--- src/rtl/shift_seq_8_bit_if.sv ---
// Request/result bundle for shift_seq_8_bit: operand and control in, status and result out.
// The testbench drives the master side; the shifter implements the slave side.
interface shift_seq_8_bit_if;
  logic       start;
  logic [7:0] D;
  logic [2:0] count;
  logic       select;
  logic       ar_select;
  logic       fill_in;
  logic       ready;
  logic       busy;
  logic       done;
  logic [7:0] S;
  logic       carry;
  logic       sticky;

  modport master (
    output start, D, count, select, ar_select, fill_in,
    input  ready, busy, done, S, carry, sticky
  );

  modport slave (
    input  start, D, count, select, ar_select, fill_in,
    output ready, busy, done, S, carry, sticky
  );
endinterface

--- src/rtl/shift_seq_8_bit.sv ---
// Sequential 8-bit shifter: one single-bit shift per clock, left, logical right or arithmetic right.
// Optional macro SHIFT_SEQ_STICKY_EN adds a sticky flag (OR of all bits shifted out).
module shift_seq_8_bit (
  input  logic              clk,
  input  logic              rst_n,
  shift_seq_8_bit_if.slave  bus
);

  typedef enum logic [1:0] {
    IDLE  = 2'd0,
    SHIFT = 2'd1,
    DONE  = 2'd2
  } state_t;

  state_t     state_q;
  state_t     state_d;
  logic [7:0] s_q;
  logic [7:0] s_next;
  logic [2:0] cnt_q;
  logic       dir_q;
  logic       ar_q;
  logic       fill_q;
  logic       carry_q;
  logic       out_bit;
  logic       accept;

  assign accept = (state_q == IDLE) && bus.start;

  // NOTE: sequential state uses non-blocking assignments so every register samples pre-edge values.
  always_ff @(posedge clk or negedge rst_n) begin
    if (!rst_n) state_q <= IDLE;
    else        state_q <= state_d;
  end

  // NOTE: every always_comb output gets a default first, so no path can infer a latch.
  always_comb begin
    state_d = state_q;
    unique case (state_q)
      IDLE:    if (bus.start) state_d = (bus.count != 3'd0) ? SHIFT : DONE;
      SHIFT:   if (cnt_q == 3'd1) state_d = DONE;
      DONE:    state_d = IDLE;
      default: state_d = IDLE;
    endcase
  end

  // One-step shift of the result register using the operation latched at accept.
  always_comb begin
    s_next  = s_q;
    out_bit = 1'b0;
    if (!dir_q) begin
      s_next  = {s_q[6:0], fill_q};
      out_bit = s_q[7];
    end else begin
      s_next  = {(ar_q ? s_q[7] : fill_q), s_q[7:1]};
      out_bit = s_q[0];
    end
  end

  always_ff @(posedge clk or negedge rst_n) begin
    if (!rst_n) begin
      s_q     <= 8'h00;
      cnt_q   <= 3'd0;
      dir_q   <= 1'b0;
      ar_q    <= 1'b0;
      fill_q  <= 1'b0;
      carry_q <= 1'b0;
    end else begin
      if (accept) begin
        s_q     <= bus.D;
        cnt_q   <= bus.count;
        dir_q   <= bus.select;
        ar_q    <= bus.ar_select;
        fill_q  <= bus.fill_in;
        carry_q <= 1'b0;
      end else if (state_q == SHIFT) begin
        s_q     <= s_next;
        cnt_q   <= cnt_q - 3'd1;
        carry_q <= out_bit;
      end
    end
  end

`ifdef SHIFT_SEQ_STICKY_EN
  logic sticky_q;

  always_ff @(posedge clk or negedge rst_n) begin
    if (!rst_n)                               sticky_q <= 1'b0;
    else if (accept)                          sticky_q <= 1'b0;
    else if ((state_q == SHIFT) && out_bit)   sticky_q <= 1'b1;
  end

  assign bus.sticky = sticky_q;
`else
  assign bus.sticky = 1'b0;
`endif

  assign bus.ready = (state_q == IDLE);
  assign bus.busy  = (state_q == SHIFT);
  assign bus.done  = (state_q == DONE);
  assign bus.S     = s_q;
  assign bus.carry = carry_q;

endmodule
--- src/flat_wrapper.sv ---
// flat-port wrapper written by rule: the top's interface ports become plain ports
module shift_seq_8_bit_flat 
  (clk, rst_n, bus_start, bus_D, bus_count, bus_select, bus_ar_select, bus_fill_in, bus_ready, bus_busy, bus_done, bus_S, bus_carry, bus_sticky);
  shift_seq_8_bit_if bus_i ();
  input  logic clk;
  input  logic rst_n;
  input wire logic [$bits(bus_i.start)-1:0] bus_start;
  input wire logic [$bits(bus_i.D)-1:0] bus_D;
  input wire logic [$bits(bus_i.count)-1:0] bus_count;
  input wire logic [$bits(bus_i.select)-1:0] bus_select;
  input wire logic [$bits(bus_i.ar_select)-1:0] bus_ar_select;
  input wire logic [$bits(bus_i.fill_in)-1:0] bus_fill_in;
  output wire logic [$bits(bus_i.ready)-1:0] bus_ready;
  output wire logic [$bits(bus_i.busy)-1:0] bus_busy;
  output wire logic [$bits(bus_i.done)-1:0] bus_done;
  output wire logic [$bits(bus_i.S)-1:0] bus_S;
  output wire logic [$bits(bus_i.carry)-1:0] bus_carry;
  output wire logic [$bits(bus_i.sticky)-1:0] bus_sticky;
  assign bus_i.start = bus_start;
  assign bus_i.D = bus_D;
  assign bus_i.count = bus_count;
  assign bus_i.select = bus_select;
  assign bus_i.ar_select = bus_ar_select;
  assign bus_i.fill_in = bus_fill_in;
  assign bus_ready = bus_i.ready;
  assign bus_busy = bus_i.busy;
  assign bus_done = bus_i.done;
  assign bus_S = bus_i.S;
  assign bus_carry = bus_i.carry;
  assign bus_sticky = bus_i.sticky;
  shift_seq_8_bit u_core (.clk(clk), .rst_n(rst_n), .bus(bus_i));
endmodule
--- config.mk ---
export PLATFORM = sky130hd
export DESIGN_NAME = shift_seq_8_bit_flat
export DESIGN_NICKNAME = d
export VERILOG_FILES = /design/src/rtl/shift_seq_8_bit_if.sv /design/src/rtl/shift_seq_8_bit.sv /design/src/flat_wrapper.sv
export SDC_FILE = /design/constraint.sdc
export NUM_CORES = 1
export LEC_CHECK = 0
export ABC_CLOCK_PERIOD_IN_PS = 3300
export BUFFER_PORTS_ARGS = -buffer_cell sky130_fd_sc_hd__buf_4
export CAP_MARGIN = 20
export CORE_MARGIN = 2
export CORE_UTILIZATION = 53
export CTS_CLUSTER_DIAMETER = 40
export DETAILED_ROUTE_END_ITERATION = 10
export PLACE_DENSITY = 0.82
export SLEW_MARGIN = 15
export SYNTH_ARGS = -nofsm -noshare
export SYNTH_HDL_FRONTEND = slang
export SYNTH_SLANG_ARGS = --single-unit
--- constraint.sdc ---
create_clock -name clk -period 3.3 [get_ports clk]
set_input_delay 0.495 -clock clk [delete_from_list [all_inputs] [get_ports clk]]
set_output_delay 0.495 -clock clk [all_outputs]
set_load 0.1 [all_outputs]
==> flow_metrics.tcl, run 1 <==
set metrics [dict create \
    total_clock_buffers_created_by_cts 3 \
    worst_skew_pair_later_pin_latency_ns 0.29 \
    rows 15 \
    rsz_0062_raised_after_global_routing "false" \
    netlist-cell-type-count 30 \
    worstRegToRegCells 4 \
    layout.cells.most_common "sky130_fd_sc_hd__buf_4" \
    synthesis.area_per_instance_um2 10.3 \
    floorplan_die_height_um 46.9 \
    tightestPinTransition_ns 0.500 \
    routed_wire_length_per_instance_um 13.1 \
    drcViolationCount 0 \
    ctsRootBufferMaster "sky130_fd_sc_hd__clkbuf_4" \
    die-width_um 46.9 \
    critical_path_arrival_ns 1.76 \
    critical_path_required_time_ns 2.80 \
    synth_area_um2 975 \
    layout.core_utilization_pct 69.1 \
    most_frequent_cells_in_the_layout "sky130_fd_sc_hd__buf_4 (29), sky130_fd_sc_hd__dfrtp_1 (17), sky130_fd_sc_hd__nand2_1 (11)" \
    critPathMaxStageDelay_ns 0.55 \
    hold_class "in -> async" \
    synthesis.yosys.warnings 0 \
    outcome "complete, no violations" \
    worst_setup_hold_path_clk_slew_ns 0.10 \
    core_area_um2 1730 \
    cts.repair.resized 0 \
    critical_path_peak_fanout 13 \
    critical_path.slowest_cell "sky130_fd_sc_hd__dfrtp_1" \
    per_cell_via_count_in_the_routed_design 5.25 \
    number_of_placed_i_o_pins 30 \
    route.vias.total 766 \
    gp_congestion 0.811 \
    post-cts-setup-buffer-count 0 \
    place_hpwl_mm 1.38 \
    final-hold-violation-count 0 \
    path_cells "nand2b_1 > inv_2 > buf_4" \
    max_slew_margin_pct 66.6 \
    first_global_vias 689 \
    max_freq_mhz 443 \
    nFillCells 141 \
    ys_seq_elements 17 \
    clockBufferDepth 2 \
    setup_tns_final_ns 0 \
    tritoncts "built" \
    worst-r2r-setup-slack_ns 1.58 \
    area_growth_pct 22.5 \
    die_area_um2 2200 \
    proportion_of_synthesized_chip_area_in_sequential_cells_pct 43.6 \
    min_period_over_period_pct 68.4 \
    grt_start_max_net_pins 24 \
    finalNetCount 141 \
    clock_tree.htree_level_count 1 \
    finalWirelength_mm 1.91 \
    reg2reg_to "u_core.bus.S[7]" \
    slew_viol_final 0 \
    n_antenna_cell 0 \
    buffer_ports.inserted 28 \
    worst_clock_skew_ns 0.00499 \
    antenna_violations_before_repair 0 \
    grt_pass1_wl_mm 2.93 \
    finalSetupViolCount 0 \
    r2r-start "u_core.state_q[0]" \
    globalRouteOverflowTotal 0 \
    drt-initial-drc-count 14 \
    drv.max_cap_violation_count 0 \
    fin_crit_ns 2.26 \
    cts.hold.buffers_added 0 \
    initial_core_util_pct 56.4 \
    post_route_cells_drive_above_1_share_pct 36.4 \
    worstSetupPathType "reg -> out" \
    cell_count_after_synthesis 95 \
    worstSetupStartpointType "register" \
    detail_route.first_pass.iterations 4 \
    globalRouteTotalUtil_pct 19.0 \
    drtAntennaViolNets 0 \
    cts.sinks 17 \
    postSynthNetCount 114 \
    crit_path_end_kind "output port" \
]
==> worst max-delay path by stage <==
stage / endpoint / from / slack, ns / cells past startpoint
after floorplan: bus_done / u_core.state_q[0] / 0.96 / 2
after global placement: bus_busy / u_core.state_q[0] / 1.48 / 3
after detailed placement: bus_busy / u_core.state_q[0] / 1.41 / 3
after CTS: bus_busy / u_core.state_q[0] / 1.08 / 3
after global routing: bus_busy / u_core.state_q[0] / 0.97 / 3
final: bus_busy / u_core.state_q[0] / 1.04 / 3
==> metal layers <==
| layer | track usage (%) | wire length [µm] |
|---|---|---|
| met3 | 2.31 | 84 |
| met1 | 24.4 | 862 |
| met5 | 0 | 0 |
| met4 | 8.33 | 17 |
| met2 | 32.3 | 947 |
==> area by class of cell <==
type	count	area, µm²	share of cell area [%]
repair buffers	29	218	18.2
flip-flops and latches	17	425	35.6
inverters	3	11.3	0.943
well taps	25	31.3	2.62
clock buffers	4	26.3	2.20
multi-input cells	68	482	40.4
==> registers in the layout (all words and copies together), names as in the netlist <==
signal,count
u_core.ar_q,1
u_core.bus.S,8
u_core.bus.carry,1
u_core.cnt_q,3
u_core.dir_q,1
u_core.fill_q,1
u_core.state_q,2
==> metrics by stage <==
stage | std cells | hold WS, ns | setup WS [ns] | area, µm²
after global routing | 146 | 0.0537 | 0.972 | 1190
final | 146 | 0.0439 | 1.04 | 1190
after global placement | 142 | 0.368 | 1.48 | 1170
after floorplan | 95 | 0.199 | 0.956 | 975
after CTS | 146 | 0.0529 | 1.08 | 1190
after detailed placement | 142 | 0.370 | 1.41 | 1170
==> cell families after synthesis <==
logic type,synth area share (%)
xor gates and xnor gates,0.899
and+or+nand+nor,20.3
adders and majority gates,2.57
AOI/OAI and AO/OA,16.6
buffers and inverters,6.93
muxes,8.73
DFF,43.6
other,0.385
==> cell usage after synthesis (all sizes together) <==
cell          number  share of area [%]
inv                3                1.2
nand2             11                4.2
nor2b              2                1.3
ha                 2                2.6
buf                6                4.5
o31ai              7                5.4
a21oi              1               0.51
mux2               6                7.7
o21ai              1               0.51
and2b              7                6.3
mux2i              1                1.0
a211oi             7                5.4
a31oi              1               0.64
nor2              10                3.9
dlymetal6s2s       1                1.3
nor3b              1                1.9
nor3               1               0.51
conb               1               0.38
o21bai             1               0.77
o22ai              2                1.3
xor2               1               0.90
dfrtp             17                 44
nand3b             2                1.5
a221o              2                2.1
nand2b             1               0.64
==> worst max-delay path: cells and delay by family, from the launching register on <==
kind | cells | cell delay [ns]
buf+inv | 2 | 0.56
flops | 1 | 0.55
simple gates | 1 | 0.35
Power of run 1 is left out: the tool's default activity adds up to more than one toggle a clock period on the data nets, which glitch-free logic cannot reach.
==> run 2, diff against run 1 <==
--- a/config.mk
+++ b/config.mk
@@ -5,14 +5,15 @@
 export SDC_FILE = /design/constraint.sdc
 export NUM_CORES = 1
 export LEC_CHECK = 0
-export ABC_CLOCK_PERIOD_IN_PS = 3300
+export ABC_AREA = 1
+export ABC_CLOCK_PERIOD_IN_PS = 1900
 export BUFFER_PORTS_ARGS = -buffer_cell sky130_fd_sc_hd__buf_4
 export CAP_MARGIN = 20
 export CORE_MARGIN = 2
-export CORE_UTILIZATION = 53
+export CORE_UTILIZATION = 45
 export CTS_CLUSTER_DIAMETER = 40
 export DETAILED_ROUTE_END_ITERATION = 10
-export PLACE_DENSITY = 0.82
+export PLACE_DENSITY = 0.74
 export SLEW_MARGIN = 15
 export SYNTH_ARGS = -nofsm -noshare
 export SYNTH_HDL_FRONTEND = slang
==> constraint.sdc (replaced) <==
create_clock -name clk -period 1.9 [get_ports clk]
set_input_delay 0.285 -clock clk [delete_from_list [all_inputs] [get_ports clk]]
set_output_delay 0.285 -clock clk [all_outputs]
set_load 0.1 [all_outputs]
==> flow_metrics.tcl, run 2 <==
set metrics [dict create \
    rows 16 \
    max_freq_mhz 585 \
    gp_congestion 0.766 \
    die_area_um2 2600 \
    route.vias.total 924 \
    total_clock_buffers_created_by_cts 3 \
    outcome "complete, no violations" \
    per_cell_via_count_in_the_routed_design 4.71 \
    globalRouteTotalUtil_pct 18.2 \
    critical_path.slowest_cell "sky130_fd_sc_hd__dfrtp_1" \
    layout.cells.most_common "sky130_fd_sc_hd__nand2_1" \
    cts.repair.resized 0 \
    finalNetCount 189 \
    detail_route.first_pass.iterations 4 \
    die-width_um 51.0 \
    synth_top_area_share_pct 42.9 \
    rsz_0062_raised_after_global_routing "false" \
    n_antenna_cell 0 \
    worstSetupStartpointType "register" \
    finalWirelength_mm 2.10 \
    netlist-cell-type-count 19 \
    globalRouteOverflowTotal 0 \
    synth_xor_xnor_area_share_pct 0.883 \
    synth_area_um2 992 \
    floorplan_die_height_um 51.0 \
    drcViolationCount 0 \
    tritoncts "built" \
    grt_start_max_net_pins 18 \
    synth_fa_ha_area_share_pct 2.52 \
    post-cts-setup-buffer-count 0 \
    synth.most_common_cell "sky130_fd_sc_hd__nand2_1" \
    fin_crit_ns 1.71 \
    crit_path_end_kind "output port" \
    place_hpwl_mm 1.51 \
    cpMostUsedCell "sky130_fd_sc_hd__inv_1" \
    post_route_cells_drive_above_1_share_pct 23.1 \
    clockBufferDepth 2 \
    path_cells "inv_1 > nand2_1 > inv_1 > buf_4" \
    synthesis.yosys.warnings 0 \
    worst_setup_hold_path_clk_slew_ns 0.10 \
    grt_pass1_wl_mm 3.53 \
    drv.max_cap_violation_count 0 \
    yosys_most_used_dff "sky130_fd_sc_hd__dfrtp_1" \
    synth-compound-area-share_pct 4.54 \
    first_global_vias 817 \
    setup_tns_final_ns 0 \
    multi_input_gate_area_um2 478 \
    cts.sinks 17 \
    area_growth_pct 24.2 \
    layout.area.seq_um2 425 \
    critical_path_arrival_ns 1.43 \
    critical_path_required_time_ns 1.62 \
    postSynthNetCount 160 \
    synthesis.area_per_instance_um2 7.04 \
    critPathMaxStageDelay_ns 0.42 \
    proportion_of_synthesized_chip_area_in_sequential_cells_pct 42.9 \
    buffer_ports.inserted 28 \
    worst_skew_pair_later_pin_latency_ns 0.29 \
    worst_clock_skew_ns 0.00160 \
    cts.hold.buffers_added 1 \
    final-hold-violation-count 0 \
    worstSetupPathType "reg -> out" \
    drt-initial-drc-count 25 \
    clock_tree.htree_level_count 1 \
    min_period_over_period_pct 90.0 \
    fraction_of_synthesis_flops_using_an_asynchronous_set_or_reset_pin_pct 100 \
    most_frequent_cells_in_the_layout "sky130_fd_sc_hd__nand2_1 (77), sky130_fd_sc_hd__buf_4 (28), sky130_fd_sc_hd__dfrtp_1 (17)" \
    synth.top_cells.by_count "sky130_fd_sc_hd__nand2_1 (77), sky130_fd_sc_hd__dfrtp_1 (17), sky130_fd_sc_hd__inv_1 (11)" \
    routed_wire_length_per_instance_um 10.7 \
    cell_count_after_synthesis 141 \
    initial_core_util_pct 49.1 \
    synth_edf_count 0 \
    core_area_um2 2020 \
    nFillCells 182 \
    largest_register_ffs 8 \
    slew_viol_final 0 \
    synth_simple_gate_area_share_pct 39.6 \
    ys_seq_elements 17 \
    ctsRootBufferMaster "sky130_fd_sc_hd__clkbuf_4" \
    hold_class "in -> reg" \
    largest_family_of_logic_cells_by_synthesized_area "simple AND/OR/NAND/NOR gates" \
    number_of_placed_i_o_pins 30 \
    critical_path_peak_fanout 5 \
    yosys-top-cells-area "sky130_fd_sc_hd__dfrtp_1 (43%), sky130_fd_sc_hd__nand2_1 (29%), sky130_fd_sc_hd__nand3_1 (4.5%)" \
    finalSetupViolCount 0 \
    synth_mux_area_share_pct 0 \
    antenna_violations_before_repair 0 \
    yosys.area.top_type "sky130_fd_sc_hd__dfrtp_1" \
    drtAntennaViolNets 0 \
]
==> run 2: changes by cell type after synthesis, moves of 3 or more <==
| cell | before | now |
|---|---|---|
| sky130_fd_sc_hd__mux2_1 | 3 | 0 |
| sky130_fd_sc_hd__nor2_1 | 10 | 1 |
| sky130_fd_sc_hd__a211oi_1 | 7 | 0 |
| sky130_fd_sc_hd__nand3_1 | 0 | 9 |
| sky130_fd_sc_hd__o31ai_1 | 7 | 0 |
| sky130_fd_sc_hd__inv_1 | 2 | 11 |
| sky130_fd_sc_hd__and2b_2 | 7 | 0 |
| sky130_fd_sc_hd__nand2_1 | 11 | 77 |
| sky130_fd_sc_hd__o21ai_0 | 0 | 8 |
==> run 2: kinds of logic (layout without fill, tap and decap cells) <==
group,count (synthesis),in the layout
adders and majority gates,2,2
and+or+nand+nor,93,93
xor gates and xnor gates,1,1
buffers and inverters,18,46
AOI/OAI and AO/OA,9,9
other,1,1
DFF,17,17
==> run 2: cell type report <==
cell class	count	area share, %
timing repair buffer	29	17.9
tap	27	2.74
inverter	13	3.96
sequential	17	34.5
multi-input combinational	106	38.8
clock buffer	4	2.13
==> run 2: final timing paths <==
kind,end,slack (ns),start,depth (start not counted)
min in group asynchronous,u_core.bus.S[7],0.39,rst_n,2
max in group asynchronous,u_core.fill_q,1.33,rst_n,2
setup reg to reg,u_core.bus.S[3],0.61,u_core.state_q[0],6
setup / recovery,bus_busy,0.19,u_core.state_q[1],4
hold reg to reg,u_core.bus.carry,0.49,u_core.bus.carry,2
hold / removal,u_core.ar_q,0.18,bus_ar_select,3
==> run 2: metal layers <==
layer	track usage, %	wire length [µm]
met1	23.9	944
met2	29.4	1030
met4	6.76	13
met3	3.80	116
met5	0	0
==> run 2: critical path: cells and delay by family, from the launching register on <==
family / cells / cell delay (ns)
buffers and inverters: 3 / 0.56
DFF: 1 / 0.42
and+or+nand+nor: 1 / 0.15
==> run 2: metrics by stage <==
stage               util, %  setup WS (ns)  hold slack (ns)  cell area, µm²  cells
finish                 61.0          0.190            0.184            1230    196
global route           61.0          0.125            0.189            1230    196
CTS                    61.0          0.188            0.175            1230    196
detailed placement     59.2          0.541            0.161            1200    191
global placement       59.2          0.568            0.162            1200    191
floorplan                 -          0.259          -0.0106             995    141
Power of run 2 is left out for the same reason.
